===== src/rtl/enable_prescaler.sv =====
// Strobe generator feeding the enable of the 8-bit enabled counter.
// Emits one-cycle enable strobes every div_value clocks, as a burst or continuously.
module enable_prescaler #(
  parameter int WIDTH = 8
) (
  input  logic             clock,
  input  logic             reset,
  input  logic             start,
  input  logic             stop,
  input  logic [WIDTH-1:0] div_value,
  input  logic [WIDTH-1:0] burst_len,
  output logic             enable_out,
  output logic             busy,
  output logic             done,
  output logic [WIDTH-1:0] pulse_count
);

  typedef enum logic [1:0] {
    IDLE = 2'd0,
    RUN  = 2'd1,
    DONE = 2'd2
  } state_t;

  localparam logic [WIDTH-1:0] ONE = {{(WIDTH-1){1'b0}}, 1'b1};

  state_t           state;
  state_t           state_next;
  logic [WIDTH-1:0] pre_cnt;
  logic [WIDTH-1:0] div_reg;
  logic [WIDTH-1:0] burst_reg;
  logic [WIDTH-1:0] pulse_inc;
  logic             launch;
  logic             strobe;
  logic             last_strobe;

  assign pulse_inc = pulse_count + ONE;

  always_comb begin
    state_next  = state;
    launch      = 1'b0;
    strobe      = 1'b0;
    last_strobe = 1'b0;
    unique case (state)
      IDLE: begin
        if (start && !stop) begin
          launch     = 1'b1;
          state_next = RUN;
        end
      end
      RUN: begin
        if (stop) begin
          state_next = IDLE;
        end else if (pre_cnt == div_reg - ONE) begin
          strobe = 1'b1;
          // A zero burst length never terminates, so pulse_count may wrap freely
          if ((burst_reg != '0) && (pulse_inc == burst_reg)) begin
            last_strobe = 1'b1;
            state_next  = DONE;
          end
        end
      end
      DONE: state_next = IDLE;
      default: state_next = IDLE;
    endcase
  end

  always_ff @(posedge clock) begin
    if (reset) begin
      state <= IDLE;
    end else begin
      state <= state_next;
    end
  end

  always_ff @(posedge clock) begin
    if (reset) begin
      pre_cnt     <= '0;
      div_reg     <= '0;
      burst_reg   <= '0;
      pulse_count <= '0;
      enable_out  <= 1'b0;
      busy        <= 1'b0;
      done        <= 1'b0;
    end else begin
      enable_out <= strobe;
      busy       <= (state_next == RUN);
      done       <= (state == DONE);
      if (launch) begin
        div_reg     <= (div_value == '0) ? ONE : div_value;
        burst_reg   <= burst_len;
        pre_cnt     <= '0;
        pulse_count <= '0;
      end else if (state == RUN && !stop) begin
        pre_cnt <= strobe ? '0 : pre_cnt + ONE;
        if (strobe) begin
          pulse_count <= pulse_inc;
        end
      end
      if (last_strobe) begin
        pre_cnt <= '0;
      end
    end
  end

endmodule


===== config.mk =====
export PLATFORM = sky130hd
export DESIGN_NAME = enable_prescaler
export DESIGN_NICKNAME = d
export VERILOG_FILES = /design/src/rtl/enable_prescaler.sv
export SDC_FILE = /design/constraint.sdc
export NUM_CORES = 1
export LEC_CHECK = 0
export ABC_CLOCK_PERIOD_IN_PS = 3000
export CAP_MARGIN = 20
export CORE_MARGIN = 4
export CORE_UTILIZATION = 44
export CTS_CLUSTER_SIZE = 24
export DETAILED_ROUTE_END_ITERATION = 10
export PLACE_DENSITY = 0.79
export SYNTH_ARGS = -nofsm -noshare
export SYNTH_HDL_FRONTEND = slang
export SYNTH_SLANG_ARGS = --single-unit

===== constraint.sdc =====
create_clock -name clock -period 3 [get_ports clock]
set_input_delay 0.3 -clock clock [delete_from_list [all_inputs] [get_ports clock]]
set_output_delay 0.3 -clock clock [all_outputs]
set_load 0.02 [all_outputs]

[After elaboration in Yosys (flattened, before gate mapping)]
Cells that the tools add are included.
Word-level totals
  bits in registers: 37
  input bits: 20
  logic and storage cells: 42
Operators by class
  $add $sub $neg: 3
  eq/ne operators: 5
  muxes and demuxes: 16
  reduce and logical (&&, ||, !) cells: 10
Operators with widths (number)
  8-bit by 1-bit adder with 8-bit output, second input constant: 2
  8-bit == test: 2
  8-bit two-way mux: 2
  1-bit two-way mux: 9
  8-bit zero test: 1
  2-bit two-way mux: 4
  8-bit nonzero test: 1
  8-bit by 1-bit subtractor with 8-bit output, second input constant: 1
  2-bit by 1-bit == test with 1-bit output, second input constant: 2
  2-bit one-hot mux with 2 select lines: 1
  1-bit logical AND: 3
  3-bit OR reduction: 1
  2-bit == test, second input constant: 1
  2-bit zero test: 1
  2-bit AND reduction: 1
  2-bit OR reduction: 1
  1-bit zero test: 1

[Longest topological paths before layout]
Gate-level depths: netlist of run 1.
  word-level depth: 8
  gate-level depth with buffers: 9
  mapped depth without buffers: 8

[Worst setup path before layout of run 1]
OpenSTA, ideal clock, no wires.
  path type: register -> register
  start point: register div_reg[2]
  end point: register pulse_count[7]
  library setup time: 0.070 ns
  arrival: 2.416 ns
  required time: 2.930 ns
  setup slack: 0.514 ns
  stages on the path, launching flop included: 7
  cell sequence: dfxtp_1 > or4_1 > or3_4 > a2111oi_4 > nand4_2 > or4_1 > a21oi_1
On the way
  word-level cells in the longest chain between the ends: 6
Ends and longest elaborated chain
  start: declaration: line 29  | logic [WIDTH-1:0] div_reg;
  start signal: assignment: line 89  | div_reg <= (div_value == '0) ? ONE : div_value;
  8-bit by 1-bit subtractor with 8-bit output: line 53  | end else if (pre_cnt == div_reg - ONE) begin
  8-bit == test: line 53
  1-bit two-way mux: line 53
  1-bit two-way mux: line 51  | if (stop) begin
  1-bit two-way mux: line 43  | unique case (state)
  2-bit AND reduction (no source line)
  end signal: assignment: line 96  | pulse_count <= pulse_inc;
  end: declaration: line 15  | output logic [WIDTH-1:0] pulse_count
Every way passes these cells.
A chain may end at the register's enable or synchronous reset.

[Worst setup path in the final report of run 1]
  start point: register div_reg[2]
  end point: register pulse_count[3]
Same word-level chain as after synthesis.

==> metrics.txt, run 1 <==
Area after DPL 2261 um^2; gate count of the mapped netlist 233; GRT Util Overall 17.31%; initial antenna violation count 0; WP data arrival 2.89 ns; clk slew on worst S/H paths 0.07 ns; Synth warnings 0; sequential area share after synthesis 39.36%; DR pass1 iterations 4; Max Cap Viol 0; Avg Cell Area, Syn ~8.1 um^2; FF-to-FF Start div_reg[2]$_SDFFE_PP0P_; Core Rows 23; Starting DRT DRC Count 130; Antenna Cells 0; Post-Syn Nets 256; hold slack final 0.4670 ns; CP Max Fanout 11; clk root buf clkbuf_8; # hold bufs at CTS 0; Die H 73.40 um; critical path class reg -> reg; Worst Hold Class reg -> reg; DPL Wire Length 3228 um; total negative slack 0 ns; CTS tree done; # Post-CTS Setup Buffers 0; WP data required 3.22 ns; grt ovf 0; synthesis-stage register bit count 37; share of cells above drive strength 1 under 10%; r2r setup slk between 0.3 and 0.4 ns; Resize count post-CTS 0; Synth Cell Area approximately 1900 um^2; Pleak 0.8159 nW; Yosys top cell by area dfxtp_1; nets about 290; clk sink count 37; outcome completed; clock latency at the later pin of the worst-skew pair 0.29 ns; io pins 31; Slew Limit Fails 0; RSZ-0062 raised after global routing no; DRT antenna net count 0; fin area between 2000 and 2500 um^2; clock buffer depth 2; top area cells in the synthesized netlist dfxtp_1 (39%), nand2_1 (9.2%), xnor2_1 (7.4%); Hold Vio Cnt, Final 0; Final Critical Period 2.674 ns; final core utilization 57.85%; period utilization 89.13%; Num CTS Buffers 5; Synth cell types 36; vias in the first global route 1,578; critical path launch point type flop; Worst Max-Slew Pin Slew between 0.5 and 0.6 ns; vias per std cell 5.406; Worst Skew 0.005888 ns; largest net degree at the start of global routing 23; Max-slew headroom ~64%; Non-Filler Instances 318; Area growth, synth to finish 24.73%; I/O Buffers 30; core area 4058 um^2; worst reg2reg path depth 7; drt wl/cell between 10 and 15 um; Power per Cell Area 424.7 nW/um^2; Setup crit start div_reg[2]$_SDFFE_PP0P_; dpl cells 311; Critical R2R Capture pulse_count[3]$_SDFFE_PP0P_; RD Place Congestion ~0.85; DIE AREA 5387 um^2; global-route wire length before repair 7245 um; Final setup viols 0; drt drc 0; crit path to pulse_count[3]$_SDFFE_PP0P_; Die W 73.40 um; routed via count 1,719; H-tree levels 2; WL final 4287 um; CP Capture Type flop; Initial Util 46.38%; VDD IR-drop max 253.1 uV; post-synth top area share about two fifths; fmax 0.3740 GHz
-- metrics by stage --
stage               total power, mW  worst slack [ns]
finish                       0.9970            0.3262
CTS                           1.003            0.3520
global route                  1.036            0.2031
detailed placement           0.6580            0.3647
floorplan                    0.6058            0.5135
global placement             0.6534            0.4266
-- final cells by class --
cell class,count,area [um^2]
Timing Repair Buffer,35,337.8
Clock buffer,7,86.33
Multi-Input combinational cell,186,1109
Fill cell,366,1710
Sequential cell,37,740.7
Tap cell,50,62.56
Inverter,3,11.26
-- power by group --
group          switching (mW)  total, mW  internal [mW]
Clock                   0.166      0.349          0.182
Sequential             0.0137      0.517          0.503
Combinational          0.0678      0.131         0.0636
Total                   0.248      0.997          0.749
-- critical path, cell delays in order, from the launching register on --
cell and delay [ns]:
dfxtp_1 0.36, or4_1 0.55, or3_4 0.37, a2111oi_4 0.40
nand4_2 0.22, buf_4 0.22, or3_1 0.34, a21oi_1 0.14
-- layer usage --
| metal | GRT usage (%) | routed length (um) | share of wire, % | up-vias |
|---|---|---|---|---|
| met5 | 0 | 0 | 0 | - |
| met4 | 8.853 | 96 | 2.2 | 0 |
| met3 | 3.010 | 158 | 3.7 | 7 |
| met2 | 26.51 | 1994 | 47 | 34 |
| met1 | 23.31 | 2037 | 48 | 789 |
| li1 | - | - | - | 889 |
-- Yosys cell counts (all sizes together) --
library cell and count:
a2111oi 1, a211oi 3, a21o 1, a21oi 27
a31o 2, and2 1, and3 4, and4 1
buf 1, clkbuf 6, dfxtp 37, ha 3
inv 3, nand2 46, nand2b 1, nand3 7
nand3b 1, nand4 4, nand4b 1, nor2 12
nor2b 3, nor3 9, nor3b 5, nor4 4
nor4b 1, o211ai 1, o21a 1, o21ai 8
o31ai 2, or2 2, or3 7, or4 3
xnor2 16, xor2 9
-- cells by family (layout without fill, tap and decap cells) --
logic type,Yosys count,count (layout),synth area share [%]
flops,37,37,39.36
buf+inv,10,45,2.061
fa+ha+maj,3,3,1.995
xor+xnor,25,25,11.64
compound gates,46,46,14.89
simple gates,112,112,30.05
-- worst min path at each step --
stage | startpoint | to | slack, ns | depth (start not counted)
6_report | burst_reg[0]$_SDFFE_PP0P_ | burst_reg[0]$_SDFFE_PP0P_ | 0.47 | 2
5_1_grt | div_reg[7]$_SDFFE_PP0P_ | div_reg[7]$_SDFFE_PP0P_ | 0.49 | 2
4_1_cts | burst_reg[0]$_SDFFE_PP0P_ | burst_reg[0]$_SDFFE_PP0P_ | 0.47 | 2
3_5_place_dp | burst_reg[0]$_SDFFE_PP0P_ | burst_reg[0]$_SDFFE_PP0P_ | 0.46 | 2
3_3_place_gp | burst_reg[0]$_SDFFE_PP0P_ | burst_reg[0]$_SDFFE_PP0P_ | 0.45 | 2
2_1_floorplan | reset | state[1]$_SDFF_PP0_ | 0.38 | 1
-- layout by cell type, fill, tap and decap left out, types with 2 or more instances in the layout --
master,n
xor2_1,9
or4_1,3
nor3_1,9
nor2_1,12
dfxtp_1,37
ha_1,3
xnor2_1,16
buf_4,5
nor3b_1,5
a211oi_1,3
nor4_1,4
or2_2,2
nand3_1,7
clkbuf_8,6
a31o_2,2
nor2b_1,3
o21ai_0,8
nand2_1,46
nand4_1,3
o31ai_1,2
inv_1,3
clkdlybuf4s50_1,30
or3_1,6
and3_1,4
a21oi_1,27
(Power assumes the default switching activity.)
==> inputs of run 2 (changes only) <==
--- a/config.mk
+++ b/config.mk
@@ -5,7 +5,6 @@
 export SDC_FILE = /design/constraint.sdc
 export NUM_CORES = 1
 export LEC_CHECK = 0
-export ABC_CLOCK_PERIOD_IN_PS = 3000
 export CAP_MARGIN = 20
 export CORE_MARGIN = 4
 export CORE_UTILIZATION = 44
==> constraint.sdc (replaced) <==
create_clock -name clock -period 3 [get_ports clock]
set_input_delay 0.3 -clock clock [delete_from_list [all_inputs] [get_ports clock]]
set_output_delay 0.3 -clock clock [all_outputs]
set_load 0.01 [all_outputs]
==> results of run 2 <==
The final DEF is identical to that of run 1. Status: completed.
Among the figures that moved: total power 0.9970 mW -> 0.9964 mW; worst IR drop on VDD 253.1 uV -> 250.7 uV
